[src/rtl/param_updown_counter.sv]
`default_nettype none
// ============================================================================
// Module      : param_updown_counter
// Description : Loadable up/down counter with programmable limit, wrap or
//               saturate terminal behaviour, TC pulse, sticky OVF and RCO.
// Revision    : 1.0 - initial release
// ============================================================================
module param_updown_counter #(
    parameter int WIDTH = 8,
    parameter int SAT   = 0
) (
    input  logic             CLK,
    input  logic             RST,
    input  logic             EN,
    input  logic [1:0]       S,
    input  logic [WIDTH-1:0] IN,
    input  logic [WIDTH-1:0] LIM,
    output logic [WIDTH-1:0] OUT,
    output logic             RCO,
    output logic             TC,
    output logic             OVF
);

    localparam logic [1:0]       c_mode_clear = 2'b00;
    localparam logic [1:0]       c_mode_down  = 2'b01;
    localparam logic [1:0]       c_mode_load  = 2'b10;
    localparam logic [1:0]       c_mode_up    = 2'b11;
    localparam logic [WIDTH-1:0] c_zero       = '0;
    localparam logic [WIDTH-1:0] c_one        = {{(WIDTH-1){1'b0}}, 1'b1};

    logic [WIDTH-1:0] cnt_q, cnt_d;
    logic             tc_q,  tc_d;
    logic             ovf_q, ovf_d;

    always_comb begin
        cnt_d = cnt_q;
        tc_d  = 1'b0;
        ovf_d = ovf_q;
        unique case (S)
            c_mode_clear: begin
                cnt_d = c_zero;
                ovf_d = 1'b0;
            end
            c_mode_load: begin
                cnt_d = (IN <= LIM) ? IN : LIM;
            end
            c_mode_up: begin
                if (EN) begin
                    if (cnt_q >= LIM) begin
                        cnt_d = (SAT != 0) ? LIM : c_zero;
                        tc_d  = 1'b1;
                        ovf_d = 1'b1;
                    end else begin
                        cnt_d = cnt_q + c_one;
                    end
                end
            end
            c_mode_down: begin
                if (EN) begin
                    if (cnt_q == c_zero) begin
                        cnt_d = (SAT != 0) ? c_zero : LIM;
                        tc_d  = 1'b1;
                        ovf_d = 1'b1;
                    end else if (cnt_q > LIM) begin
                        // Limit lowered under a running count: snap back without an event
                        cnt_d = LIM;
                    end else begin
                        cnt_d = cnt_q - c_one;
                    end
                end
            end
            default: begin
                cnt_d = cnt_q;
            end
        endcase
    end

    always_ff @(posedge CLK) begin
        if (RST) begin
            cnt_q <= c_zero;
            tc_q  <= 1'b0;
            ovf_q <= 1'b0;
        end else begin
            cnt_q <= cnt_d;
            tc_q  <= tc_d;
            ovf_q <= ovf_d;
        end
    end

    assign RCO = EN & (((S == c_mode_up) & (cnt_q >= LIM)) |
                       ((S == c_mode_down) & (cnt_q == c_zero)));
    assign OUT = cnt_q;
    assign TC  = tc_q;
    assign OVF = ovf_q;

endmodule
`default_nettype wire

[config.mk]
export PLATFORM = sky130hd
export DESIGN_NAME = param_updown_counter
export DESIGN_NICKNAME = d
export VERILOG_FILES = /design/src/rtl/param_updown_counter.sv
export SDC_FILE = /design/constraint.sdc
export NUM_CORES = 1
export LEC_CHECK = 0
export ABC_AREA = 1
export CORE_UTILIZATION = 48
export DETAILED_ROUTE_END_ITERATION = 12
export GPL_ROUTABILITY_DRIVEN = 0
export MAX_ROUTING_LAYER = met4
export PLACE_DENSITY = 0.78
export SLEW_MARGIN = 20
export SYNTH_ARGS = -nofsm -noshare
export SYNTH_HDL_FRONTEND = slang
export SYNTH_SLANG_ARGS = --single-unit
export TNS_END_PERCENT = 1
[constraint.sdc]
create_clock -name CLK -period 1.7 [get_ports CLK]
set_input_delay 0.34 -clock CLK [delete_from_list [all_inputs] [get_ports CLK]]
set_output_delay 0.34 -clock CLK [all_outputs]
set_load 0.01 [all_outputs]
# Word-level counts from Yosys, hierarchy flattened
# Cells that the tools add are included.
[word_totals] reg_bits=10 latch_bits=0 ramBits=0 mem_bits_ro=0 in_bits=21 out_inout_bits=11 elab_cells=41 n_memories=0
[op_classes] addsub=2 multipliers=0 n_div=0 n_lt_le_gt_ge=3 eq_ne=7 shift=0 mux=17 bitwise=4 n_reduce_logical=5
[ops] op="8-bit 2-to-1 mux" count=6
[ops] op="8-bit one-hot mux with 4 select lines" count=1
[ops] op="8-bit by 1-bit adder with 8-bit output, second input constant" count=1
[ops] op="8-bit >= comparator" count=1
[ops] op="8-bit > comparator" count=1
[ops] op="8-bit less-or-equal comparator" count=1
[ops] op="8-bit logical NOT" count=1
[ops] op="1-bit 2-to-1 mux" count=8
[ops] op="8-bit by 1-bit subtractor with 8-bit output, second input constant" count=1
[ops] op="2-bit != test, second input constant" count=3
[ops] op="5-bit AND reduction" count=1
[ops] op="2-bit == test, second input constant" count=2
[ops] op="1-bit AND" count=3
[ops] op="1-bit one-hot mux with 3 select lines" count=1
[ops] op="3-bit nonzero test" count=1
[ops] op="2-bit by 1-bit == test with 1-bit output, second input constant" count=1
[ops] op="2-bit logical NOT" count=1
[ops] op="2-bit by 1-bit != test with 1-bit output, second input constant" count=1
[ops] op="1-bit one-hot mux with 2 select lines" count=1
[ops] op="2-bit AND reduction" count=1
[ops] op="1-bit OR" count=1

# Logic depth before layout (Yosys ltp)
[logic_depth] word_depth=5 mapped_depth=17 ltp_nobuf=17

# Least setup slack after synthesis
# Ideal clock, no wire load.
[synth_timing] kind="reg2out" from="register cnt_q[0] (netlist: OUT[0])" to="output RCO" arrival_time_ns=1.552 required_ns=1.360 setup_slack_ns=-0.192 stages_incl_launch_ff=11 cell_sequence="dfxtp_1 -> inv_1 -> ha_1 -> nand3_4 -> nor2_4 -> nand4_4 -> inv_2 -> nor2_1 -> nor3_1 -> o21ai_1 -> nor2_1"
[synth_between] elab_chain_cells=4 elab_cells_between_ends=6 classes_between="order compare (1); bitwise (4); reduce/logical (1)"
[synth_lines] element="start, declared" line="31" rtl="logic [WIDTH-1:0] cnt_q, cnt_d;"
[synth_lines] element="start signal, assigned" line="80" rtl="cnt_q <= c_zero;"
[synth_lines] element="start signal, assigned" line="84" rtl="cnt_q <= cnt_d;"
[synth_lines] element="8-bit >= comparator / 8-bit logical NOT (equally long branches)" line="90, 91"
[synth_lines] element="1-bit AND, on equally long branches" line="90, 91"
[synth_lines] element="1-bit OR *" line="90" rtl="assign RCO = EN & (((S == c_mode_up) & (cnt_q >= LIM)) |"
[synth_lines] element="1-bit AND *" line="90"
[synth_lines] element="end, declared" line="19" rtl="output logic RCO,"
# Every way passes the cells marked *; elsewhere a longest branch is shown, timed or not.

# Worst setup path in the final report
[layout_timing] from="register cnt_q[1] (netlist: OUT[1])" to="output RCO"
# The elaborated chain is that of the path after synthesis.

==> impl_metrics.py <==
metrics = {
    "run_status": {
        "status": "finished with violations",
        "violations": "setup timing",
    },
    "clock_network": {
        "cts_hold_buf": 0,
        "max-clock-path-buffers": 2,
        "clkTransAtPathRegs_ps": 70,
        "h-tree-depth": 1,
        "clock_sinks": 10,
        "cts_tree": "yes",
        "insertion_delay_ps": 280,
        "cts-buffers-inserted": 3,
        "cts_root_buf": "clkbuf_4",
    },
    "worst_setup_path": {
        "worstPathArrival_ps": 1730,
        "crit_path_start": "OUT[1]",
        "critPathLaunchType": "flop",
        "worstPathCellList": "ha_4 > inv_2 > o21bai_2 > nand2_2 > nand2_4 > a21oi_4 > nand2_4 > o21ai_4 > nor2_2 > buf_2",
        "critPathCaptureType": "primary output",
        "path_class": "flop to primary output",
        "endpoint": "RCO",
        "r2r_slack_ps": -180,
        "crit_path_max_fanout": 3,
        "critPathMaxStageDelay_ps": 370,
        "cp_common_cell": "nand2_4",
        "rr_endpoint": "OUT[7]",
        "cpMaxStageDelayCell": "dfxtp_4",
        "reg2reg_depth": 14,
        "rr_startpoint": "OUT[1]",
        "cp.required_ps": 1360,
    },
    "floorplanning": {
        "io_pins": 32,
        "dieArea_um2": 3720,
        "coreArea_um2": 3340,
        "start_util": 0.500,
        "die_x_um": 61.0,
        "rows": 21,
        "die_h_um": 61.0,
    },
    "global_routing": {
        "grt_max_degree": 14,
        "overflow": 0,
        "antenna_found_initial": 0,
        "grt_pass1_vias": 1797,
        "grt_pass1_wl_um": 7610,
        "grt_use_total": 0.287,
    },
    "layout": {
        "multi_input_area_um2": 1520,
        "mostFrequentLayoutCells": "56 x nand2_1, 45 x buf_4, 27 x inv_1",
        "layout.nets": 366,
        "antenna_cells": 0,
        "finalNonFillerCells": 372,
        "drive_gt1_frac": 0.448,
        "mostFrequentLayoutCell": "nand2_1",
        "area_growth_pct": 58.5,
        "fillCellCount": 234,
        "seqCellArea_um2": 218,
    },
    "route": {
        "vias_per_cell": 5.09,
        "vias": 1894,
        "drc": 0,
        "wl_um": 4960,
        "ant_nets": 0,
        "wire_per_inst_um": 13.3,
        "dr.pass1.iters": 4,
        "drtIter0Drc": 103,
    },
    "yosys": {
        "yosys.area.top_type": "nand2_1",
        "synth_cell_types": 32,
        "synthMuxAreaShare": 0,
        "yosysSeqAreaShare": 0.120,
        "synth.area.top_cells": "nand2_1 15%, ha_1 13%, dfxtp_1 12%",
        "ys_seq_elements": 10,
        "synth_xor_xnor_area_share": 0.0420,
        "ys.warnings.count": 0,
        "yosys.area_share.simple": 0.448,
        "synth_compound_area_frac": 0.138,
        "synth_fa_ha_area_frac": 0.135,
        "yosysTopAreaCellShare": 0.146,
        "synthCells": 247,
        "synth_area_per_cell_um2": 6.76,
        "syn_nets": 286,
        "synth_top_family_by_area": "simple AND/OR/NAND/NOR gates",
        "netlist_area_um2": 1670,
    },
    "pwr": {
        "vdd_drop_max_mv": 0.377,
        "power.leakage_nw": 1.34,
        "total_power_mw": 1.49,
        "power.density_nw_per_um2": 563,
    },
    "sta": {
        "hold_ws_ps": 465,
        "fmax_mhz": 482,
        "period_minus_slack_ps": 2070,
        "tightest_slew_ps": 297,
        "fin_skew_ps": 2.04,
        "finalWorstSetupSlack_ps": -374,
        "max-slew-margin-rel": 0.801,
        "finalSetupViolations": 9,
        "slew_violations": 0,
        "rsz0062_at_grt": "true",
        "hold_violations": 0,
        "finalCritPeriodShare": 1.22,
    },
    "place": {
        "place_inst": 360,
        "port_buffers": 31,
        "dp_hpwl_um": 3700,
    },
    "run": {
        "drv_cap": 0,
    },
    "worst_hold_path": {
        "hold_path_class": "flop to flop",
    },
}
## worst min path at each step
stage	from	to	slack, ps	depth (start not counted)
floorplan	OVF	OVF	470	2
global placement	OVF	OVF	440	2
detailed placement	OVF	OVF	450	2
CTS	OVF	OVF	460	2
global route	OVF	OVF	470	2
finish	OVF	OVF	470	2
## critical path, delay by kind of cell (launching register included)
kind                       cells  cell delay [ps]
and+or+nand+nor                4              290
AOI/OAI and AO/OA              3              410
adders and majority gates      1              220
DFF                            1              370
buffers and inverters          2              180
## cell usage after synthesis
| library cell | number |
|---|---|
| nand2_1 | 65 |
| inv_1 | 38 |
| nand3_1 | 25 |
| ha_1 | 18 |
| dfxtp_1 | 10 |
| a21oi_2 | 9 |
| inv_2 | 7 |
| nand2_2 | 7 |
| xor2_1 | 7 |
| a21oi_1 | 6 |
| nor2_1 | 6 |
| o21ai_1 | 6 |
| nand2_4 | 5 |
| nand4_1 | 4 |
| nor2_4 | 4 |
| o21ai_0 | 4 |
| a22oi_1 | 3 |
| nand4_4 | 3 |
| nor2_2 | 3 |
| buf_6 | 2 |
| nor2_8 | 2 |
| nor3_1 | 2 |
| o21ai_2 | 2 |
| a21o_1 | 1 |
| a21oi_4 | 1 |
| clkbuf_1 | 1 |
| nand2b_4 | 1 |
| nand3_4 | 1 |
| nand4_2 | 1 |
| nor3_2 | 1 |
| o21bai_1 | 1 |
| xnor2_1 | 1 |
## registers in the layout, indices dropped and copies added, names as in the netlist
name,cells
OUT,8
TC,1
OVF,1
## cells by family (layout without fill, tap and decap cells)
family	after synthesis	after routing
buf+inv	48	126
flops	10	10
xor+xnor	8	8
compound gates	33	33
fa+ha+maj	18	18
simple gates	130	131
## routing by layer
layer  global-route usage  wire (um)
met5                    -          0
met4               0.0422         21
met3               0.0469        231
met2                0.518       2580
met1                0.339       2120
## through the flow
stage                     area, um^2  setup TNS [ps]  setup WS (ps)   util
after floorplan                 1760            -400          -72.4      -
after global placement          2400           -7930          -1080  0.720
after detailed placement        2400           -8210          -1120  0.720
after CTS                       2550           -2600           -356  0.765
after global routing            2650           -3520           -489  0.793
final                           2650           -2060           -374  0.793
## area by class of cell
type,instances,share of cell area
Inverter,45,0.0662
Tap cell,46,0.0217
Multi-Input combinational cell,190,0.573
Clock buffer,4,0.00993
Sequential cell,10,0.0823
Timing Repair Buffer,77,0.247
## report_power, final
group | internal, mW | switching (mW) | leakage [nW]
clock network | 0.0911 | 0.0962 | 0.0150
registers | 0.259 | 0.0243 | 0.0861
logic | 0.471 | 0.547 | 1.24
## timing repair
| item | 4_1_cts | 5_1_grt |
|---|---|---|
| endpoints found under the setup margin | 12 | 13 |
| gates cloned | 0 | 1 |
| gates resized for setup | 41 | 19 |
| pin swaps | 17 | 9 |
| endpoints found under the hold margin | 0 | 0 |
| setup buffers | 6 | 1 |
Power figures use the tool's default switching activity.
